File: config.mk
export PLATFORM = sky130hd
export DESIGN_NAME = cpu_sequencer
export DESIGN_NICKNAME = d
export VERILOG_FILES = /design/src/rtl/cpu_pkg.sv /design/src/rtl/seq_pc_reg.sv /design/src/rtl/cpu_sequencer.sv
export SDC_FILE = /design/constraint.sdc
export NUM_CORES = 1
export LEC_CHECK = 0
export BUFFER_PORTS_ARGS = -buffer_cell sky130_fd_sc_hd__buf_2
export CAP_MARGIN = 15
export CORE_ASPECT_RATIO = 0.7
export CORE_MARGIN = 5
export CORE_UTILIZATION = 30
export CTS_CLUSTER_DIAMETER = 40
export DETAILED_ROUTE_END_ITERATION = 12
export GPL_TIMING_DRIVEN = 0
export PLACE_DENSITY_LB_ADDON = 0.05
export SETUP_SLACK_MARGIN = 0.5
export SLEW_MARGIN = 20
export SYNTH_ARGS = -nofsm -noshare
export SYNTH_HDL_FRONTEND = slang
export SYNTH_SLANG_ARGS = --single-unit
File: constraint.sdc
create_clock -name clk -period 1.4 [get_ports clk]
set_input_delay 0.14 -clock clk [delete_from_list [all_inputs] [get_ports clk]]
set_output_delay 0.14 -clock clk [all_outputs]
set_load 0.01 [all_outputs]
File: src/rtl/cpu_pkg.sv
// Shared definitions for the A/B-register CPU sequencer.
//  - FSM state encodings (2-bit)
//  - HALT opcode and the jump-class opcodes that leave the status register untouched
//  - status flag bit positions {Z,N,C,V}
package cpu_pkg;

  localparam logic [1:0] S_IDLE  = 2'd0;
  localparam logic [1:0] S_FETCH = 2'd1;
  localparam logic [1:0] S_EXEC  = 2'd2;
  localparam logic [1:0] S_HALT  = 2'd3;

  localparam logic [6:0] OP_HALT = 7'h7F;

  // Jump-class opcodes: conditional branches (two 5-bit prefixes) and JMP.
  localparam logic [4:0] JPFX_A = 5'b10101;
  localparam logic [4:0] JPFX_B = 5'b10110;
  localparam logic [6:0] OP_JMP = 7'b1010011;

  localparam int FLAG_Z = 3;
  localparam int FLAG_N = 2;
  localparam int FLAG_C = 1;
  localparam int FLAG_V = 0;

  // True for opcodes whose commit must not overwrite the status register.
  function automatic logic keeps_status(input logic [6:0] op);
    return (op[6:2] == JPFX_A) || (op[6:2] == JPFX_B) || (op == OP_JMP);
  endfunction

endpackage

File: src/rtl/seq_pc_reg.sv
// Program counter register.
//  clk, rst_n : clock, asynchronous active-low reset (PC -> 0)
//  en         : update PC this cycle (asserted in the commit cycle)
//  load       : 1 = take load_val, 0 = increment (wraps 2^PC_W-1 -> 0)
//  load_val   : jump target
//  pc         : current PC
module seq_pc_reg #(
  parameter int PC_W = 8
) (
  input  logic            clk,
  input  logic            rst_n,
  input  logic            en,
  input  logic            load,
  input  logic [PC_W-1:0] load_val,
  output logic [PC_W-1:0] pc
);

  always_ff @(posedge clk or negedge rst_n) begin
    if (!rst_n) begin
      pc <= '0;
    end else if (en) begin
      pc <= load ? load_val : pc + PC_W'(1);
    end
  end

endmodule

File: src/rtl/cpu_sequencer.sv
// Fetch/execute sequencer: owns PC, IR and the {Z,N,C,V} status register.
//  clk, rst_n  : clock, asynchronous active-low reset
//  run         : level, free-run when 1
//  step        : one-cycle pulse, executes one instruction (only seen in IDLE with run=0)
//  rom_data    : instruction word {opcode[6:0], lit}
//  rom_addr    : ROM address (= PC)
//  opcode, lit : IR fields to control unit / datapath
//  lpc         : load PC with lit in the commit cycle
//  alu_flags   : {Z,N,C,V} from the ALU
//  status      : registered {Z,N,C,V}
//  exec_en     : one-cycle commit window (EXEC state)
//  halted      : high in HALT
//  state_dbg   : current FSM state
// Handshake: there is no back-pressure; exec_en is a single-cycle strobe and the
// datapath commits exactly when exec_en=1 at a rising edge.
module cpu_sequencer
  import cpu_pkg::*;
#(
  parameter int         PC_W    = 8,
  parameter int         LIT_W   = 8,
  parameter logic [6:0] OP_HALT = cpu_pkg::OP_HALT
) (
  input  logic               clk,
  input  logic               rst_n,
  input  logic               run,
  input  logic               step,
  input  logic [LIT_W+6:0]   rom_data,
  output logic [PC_W-1:0]    rom_addr,
  output logic [6:0]         opcode,
  output logic [LIT_W-1:0]   lit,
  input  logic               lpc,
  input  logic [3:0]         alu_flags,
  output logic [3:0]         status,
  output logic               exec_en,
  output logic               halted,
  output logic [1:0]         state_dbg
);

  logic [1:0]       state;
  logic [1:0]       state_nxt;
  logic [LIT_W+6:0] ir;
  logic             step_latch;
  logic [PC_W-1:0]  pc;
  logic [3:0]       flags_in;

  assign opcode    = ir[LIT_W+6:LIT_W];
  assign lit       = ir[LIT_W-1:0];
  assign rom_addr  = pc;
  // Decoded from the state register so a reset in EXEC drops it immediately.
  assign exec_en   = (state == S_EXEC);
  assign halted    = (state == S_HALT);
  assign state_dbg = state;
  assign flags_in  = {alu_flags[FLAG_Z], alu_flags[FLAG_N],
                      alu_flags[FLAG_C], alu_flags[FLAG_V]};

  seq_pc_reg #(.PC_W(PC_W)) u_pc (
    .clk      (clk),
    .rst_n    (rst_n),
    .en       (exec_en),
    .load     (lpc),
    .load_val (lit[PC_W-1:0]),
    .pc       (pc)
  );

  always_comb begin
    state_nxt = state;
    case (state)
      S_IDLE:  if (run || step) state_nxt = S_FETCH;
      S_FETCH: state_nxt = (rom_data[LIT_W+6:LIT_W] == OP_HALT) ? S_HALT : S_EXEC;
      S_EXEC:  state_nxt = (run && !step_latch) ? S_FETCH : S_IDLE;
      default: state_nxt = S_HALT;
    endcase
  end

  always_ff @(posedge clk or negedge rst_n) begin
    if (!rst_n) begin
      state      <= S_IDLE;
      ir         <= '0;
      status     <= '0;
      step_latch <= 1'b0;
    end else begin
      state <= state_nxt;
      case (state)
        S_IDLE: begin
          // step only counts when run is low; it is not queued otherwise.
          if (!run && step) step_latch <= 1'b1;
        end
        S_FETCH: begin
          ir <= rom_data;
        end
        S_EXEC: begin
          if (!keeps_status(opcode)) status <= flags_in;
          step_latch <= 1'b0;
        end
        default: ;
      endcase
    end
  end

endmodule
== Word level (Yosys, flattened, before mapping) ==
Index checks and enable logic that the tools add are counted.

* Register bits after elaboration: 30
* Bits of input ports: 24
* Output and inout bits: 31
* Word-level logic and storage cells: 34

* Add/subtract/negate cells: 1
* Eq/ne operators: 9
* Mux-type cells: 7
* Bitwise gates (word level): 1
* Reduce and logical (&&, ||, !) cells: 11

{| class="wikitable"
|+ Operators with widths
! kind !! number
|-
| $eq 7x7->1 const B || 2
|-
| $eq 5x5->1 const B || 2
|-
| $add 8x1->8 const B || 1
|-
| $mux 8 || 1
|-
| $pmux 2 s3 || 1
|-
| $eq 2x2->1 const B || 2
|-
| $ne 2x2->1 const B || 2
|-
| $reduce_and 2->1 || 2
|-
| $logic_or 1x1->1 || 3
|-
| $mux 1 || 3
|-
| $eq 2x1->1 const B || 1
|-
| $logic_and 1x1->1 || 2
|-
| $logic_not 1->1 || 2
|-
| $logic_not 2->1 || 1
|-
| $mux 2 || 1
|-
| $pmux 1 s2 || 1
|-
| $reduce_bool 2->1 || 1
|-
| $not 1->1 || 1
|}

== Longest topological paths before layout ==
* Depth in word-level cells: 5
* Gate-level depth with buffers: 5
* Depth with buffers taken out: 5

== Hierarchy ==
A second synthesis with hierarchy kept.

* Cell total of the unflattened synthesis: 118
* Area total of the unflattened synthesis: 1,435.1 um^2

{| class="wikitable"
|+ By module, submodules not included
! module !! times used !! cells each !! area each (um^2) !! sequential area each (um^2)
|-
| cpu_sequencer || 1 || 61 || 910.9 || 550.5
|-
| seq_pc_reg || 1 || 57 || 524.3 || 200.2
|}

== Worst setup path after synthesis ==
OpenSTA, ideal clock, no wires.

* Kind: reg-to-reg
* From: register state[0] (netlist: state_dbg[0])
* To: register ir[10]
* Setup time: 125 ps
* Arrival: 1,287 ps
* Required time: 1,275 ps
* Setup slack: -11 ps
* Cell stages (with the launch flop): 5
* Path buffers: 2
* Clock period less this slack: 1,411 ps
* Cell sequence: dfrtp_1 -> nor2b_1 -> buf_2 -> buf_2 -> mux2_2

* Word-level cells in the longest chain between the ends: 1

{| class="wikitable"
|+ Ends and longest elaborated chain
! element !! RTL line !! RTL
|-
| start, declared || cpu_sequencer.sv:39 || <nowiki>logic [1:0] state;</nowiki>
|-
| start signal, assigned || cpu_sequencer.sv:82 || <nowiki>state <= state_nxt;</nowiki>
|-
| $eq 2x1->1 || cpu_sequencer.sv:83 || <nowiki>case (state)</nowiki>
|-
| end signal, assigned || cpu_sequencer.sv:89 || <nowiki>ir <= rom_data;</nowiki>
|-
| end, declared || cpu_sequencer.sv:41 || <nowiki>logic [LIT_W+6:0] ir;</nowiki>
|}

No other way between the ends.
A chain may end at the register's enable or synchronous reset.

== Final worst setup path ==
* From: register ir[11]
* To: register status[0]

* Word-level cells in the longest chain between the ends: 5
* Elaborated cells on any way between the ends: 7
* Classes of those cells: 3 x eq/ne; 1 x bitwise; 3 x reduce/logical

{| class="wikitable"
|+ Ends and longest elaborated chain
! element !! RTL line !! RTL
|-
| $eq 5x5->1 || cpu_pkg.sv:26 || <nowiki>return (op[6:2] == JPFX_A) || (op[6:2] == JPFX_B) || (op == OP_JMP);</nowiki>
|-
| $logic_or 1x1->1 || cpu_pkg.sv:26 ||
|-
| $logic_or 1x1->1 * || cpu_pkg.sv:26 ||
|-
| $not 1->1 (no source line) * || n/a ||
|-
| $reduce_and 2->1 (no source line) * || n/a ||
|-
| end signal, assigned || cpu_sequencer.sv:92 || <nowiki>if (!keeps_status(opcode)) status <= flags_in;</nowiki>
|-
| end, declared || cpu_sequencer.sv:33 || <nowiki>output logic [3:0] status,</nowiki>
|}

Mark *: on every way between the ends. The rest lies on a longest branch, timed or not.

==> summary.md <==
| Metric | Value |
|---|---|
| Status | `finished, violations left` |
| Failing checks | `hold timing` |
| Ant. Diodes | `0` |
| Max-slew violation count | `0` |
| First-pass GRT wire length | `6.67 mm` |
| Die W | `90.0 um` |
| Layout cells sized above 1 | `0.685` |
| Vias in the first global route | `1338` |
| Highest routed layer | `met4` |
| Detail Placement HPWL | `between 2 and 3 mm` |
| Crit path DAT | `1560 ps` |
| Main synth FF type | `dfrtp_1` |
| Via count | `1300` |
| Power density over the cells | `2560 mW/mm^2` |
| Placed cell count | `228` |
| CTS tree | `yes` |
| Worst vdd ir | `1.15 mV` |
| Dpl ws | `-209 ps` |
| Worst Setup End Kind | `register` |
| Least-Margin Pin Slew | `680 ps` |
| # Max-Cap Violations | `0` |
| Routed length per instance | `15.4 um` |
| CTS H-tree depth | `2` |
| Post-route insts no fill | `271` |
| Pin count of the biggest net entering global routing | `31` |
| Final setup viols | `0` |
| Worst skew pair latency | `~290 ps` |
| Synthesized Nets | `144` |
| Fmax | `724 MHz` |
| Drt pass-1 iters | `4` |
| Site Rows | `20` |
| Unrepaired setup endpoints after global routing | `true` |
| Clk_skew | `3.52 ps` |
| DR iter-0 viols | `92` |
| Hold Fails Final Rpt | `30` |
| Worst hold slack | `-114 ps` |
| I/O pins | `55` |
| Avg Cell Area, Syn | `around 11 um^2` |
| Post-Syn Area | `0.00135 mm^2` |
| Initial core utilization | `0.311` |
| Met2 WL | `between 1.5 and 2 mm` |
| Leak | `0.00114 uW` |
| GPL Wtd Cong | `0.695` |
| Number of CTS-inserted buffers | `5` |
| Setup TNS Final | `0 ps` |
| Crit share post-route | `0.987` |
| Die ar. | `0.00594 mm^2` |
| Post-Synthesis Cells | `119` |
| Drt total wl | `4.17 mm` |
| Buffers on Ports | `54` |
| Count leader, synth | `dfrtp_1` |
| Largest area contributor in the netlist | `dfrtp_1` |
| Layout area overhead | `83.9%` |
| Async SR Flop Fraction | `1.00` |
| Fin nets | `240` |
| Top cells by instance count after synthesis | `30 x dfrtp_1, 19 x mux2_2, 9 x a21oi_1, 9 x nor2_1, 8 x o21ai_0` |
| Yosys top cell area share | `0.558` |
| Via/cell ratio | `4.80` |
| Post-route ant nets | `0` |
| Grt ovf | `0` |
| Worst setup margin | `18.1 ps` |
| Met1 wire length | `1.93 mm` |
| Register area share after synthesis | `0.558` |
| Met3 wire len | `~300 um` |
| Clock Tree Root | `clkbuf_8` |
| Core area | `0.00433 mm^2` |
| Clock sinks | `30` |
| Total power | `between 6000 and 7000 uW` |
| Clock transition at the registers of the reported paths | `60 ps` |
| Worst relative slew slack | `0.547` |
| Synthesis-stage register bit count | `30` |
| Synth cell types | `29` |
| Post-synth EDFFs | `0` |
| HP Class | `in2async` |
| Post-route DRC violation count | `0` |
| Clock Path Buffers | `2` |
| Final core utilization | `0.571` |
| Antenna violations before repair | `0` |
| DIE HEIGHT | `~66 um` |
| Post-layout minimum cycle time | `1380 ps` |
| Setup Crit Path Kind | `reg2reg` |
| Worst Setup Start Kind | `register` |
| WP data required | `1570 ps` |
| Crit Path Max Fanout | `4` |
| Synth top area cells | `dfrtp_1 56%, mux2_2 16%, a21oi_1 3.3%, o21ai_0 3.0%, nor2_1 2.5%` |
| Synth Warn # | `0` |
| Total track usage | `0.145` |
==> metal layers <==
metal	global-route usage	vias to the layer above
li1	-	622
met1	0.191	631
met2	0.221	42
met3	0.0569	5
met4	0.0390	0
met5	0	-
==> per-stage QoR <==
step	hold slack, ps	area, um^2
6_report	-114	2470
5_1_grt	-48.5	2470
4_1_cts	-86.2	2270
3_5_place_dp	217	1750
3_3_place_gp	210	1750
2_1_floorplan	-156	1410
==> registers in the layout, summed over array words and instances, names as in the netlist <==
| register | flops |
|---|---|
| ir | 15 |
| u_pc.pc | 8 |
| status | 4 |
| state_dbg | 2 |
| step_latch | 1 |
==> power by group <==
part           switching, uW  internal [uW]  leakage, uW
logic                   1510           2350     0.000751
clock network            317            400    0.0000455
registers                422           1330     0.000346
total                   2250           4080      0.00114
==> cells by family (layout without fill, tap and decap cells) <==
family | after synthesis | after routing | share of synthesized area
buf+inv | 8 | 105 | 0.0251
mux | 21 | 21 | 0.174
fa+ha+maj | 1 | 1 | 0.00930
simple gates | 34 | 34 | 0.127
compound gates | 25 | 25 | 0.107
flops | 30 | 30 | 0.558
==> worst paths after layout <==
path | to | cells past startpoint | from | slack, ps
max | status[0]$_DFFE_PN0P_ | 4 | ir[11]$_DFFE_PN0P_ | 20
min | ir[9]$_DFFE_PN0P_ | 1 | rst_n | -110
max reg2reg | status[0]$_DFFE_PN0P_ | 4 | ir[11]$_DFFE_PN0P_ | 20
min reg2reg | status[3]$_DFFE_PN0P_ | 1 | status[3]$_DFFE_PN0P_ | 510
max in group asynchronous | u_pc.pc[4]$_DFFE_PN0P_ | 1 | rst_n | 1020
min in group clk | ir[1]$_DFFE_PN0P_ | 2 | rom_data[1] | 80
==> worst max-delay path: stages (launching register included) <==
cell       delay [ps]
dfrtp_1           410
a211oi_2          290
a2111oi_4          70
nor2_4            150
mux2_2            350
==> placed cells by master (no fill, tap or decap), drive strengths merged, types with 3 or more instances in the layout <==
cell type  Yosys  layout
clkbuf         2       9
nand2          6       6
dfrtp         30      30
o21ai          8       8
nand3          5       5
a21oi          9       9
buf            4      94
nor2           9       9
nor3           3       3
mux2          19      19
==> what timing repair did <==
| item | in CTS | in global routing |
|---|---|---|
| setup endpoints to repair | 60 | 60 |
| setup buffers | 25 | 8 |
| gates cloned | 2 | 0 |
| hold endpoints to repair | 30 | 30 |
| resized for setup | 44 | 39 |
| pin swaps | 1 | 11 |
==> area by class of cell <==
cell class                 count  area (um^2)
fill                         374         1860
tap                           55         68.8
multi-input combinational     81          773
buffer                         6         58.8
timing repair buffer          89          713
clock buffer                   8         90.1
sequential                    30          759
inverter                       2         10.0
No activity file was read; power rests on OpenSTA's default activity.
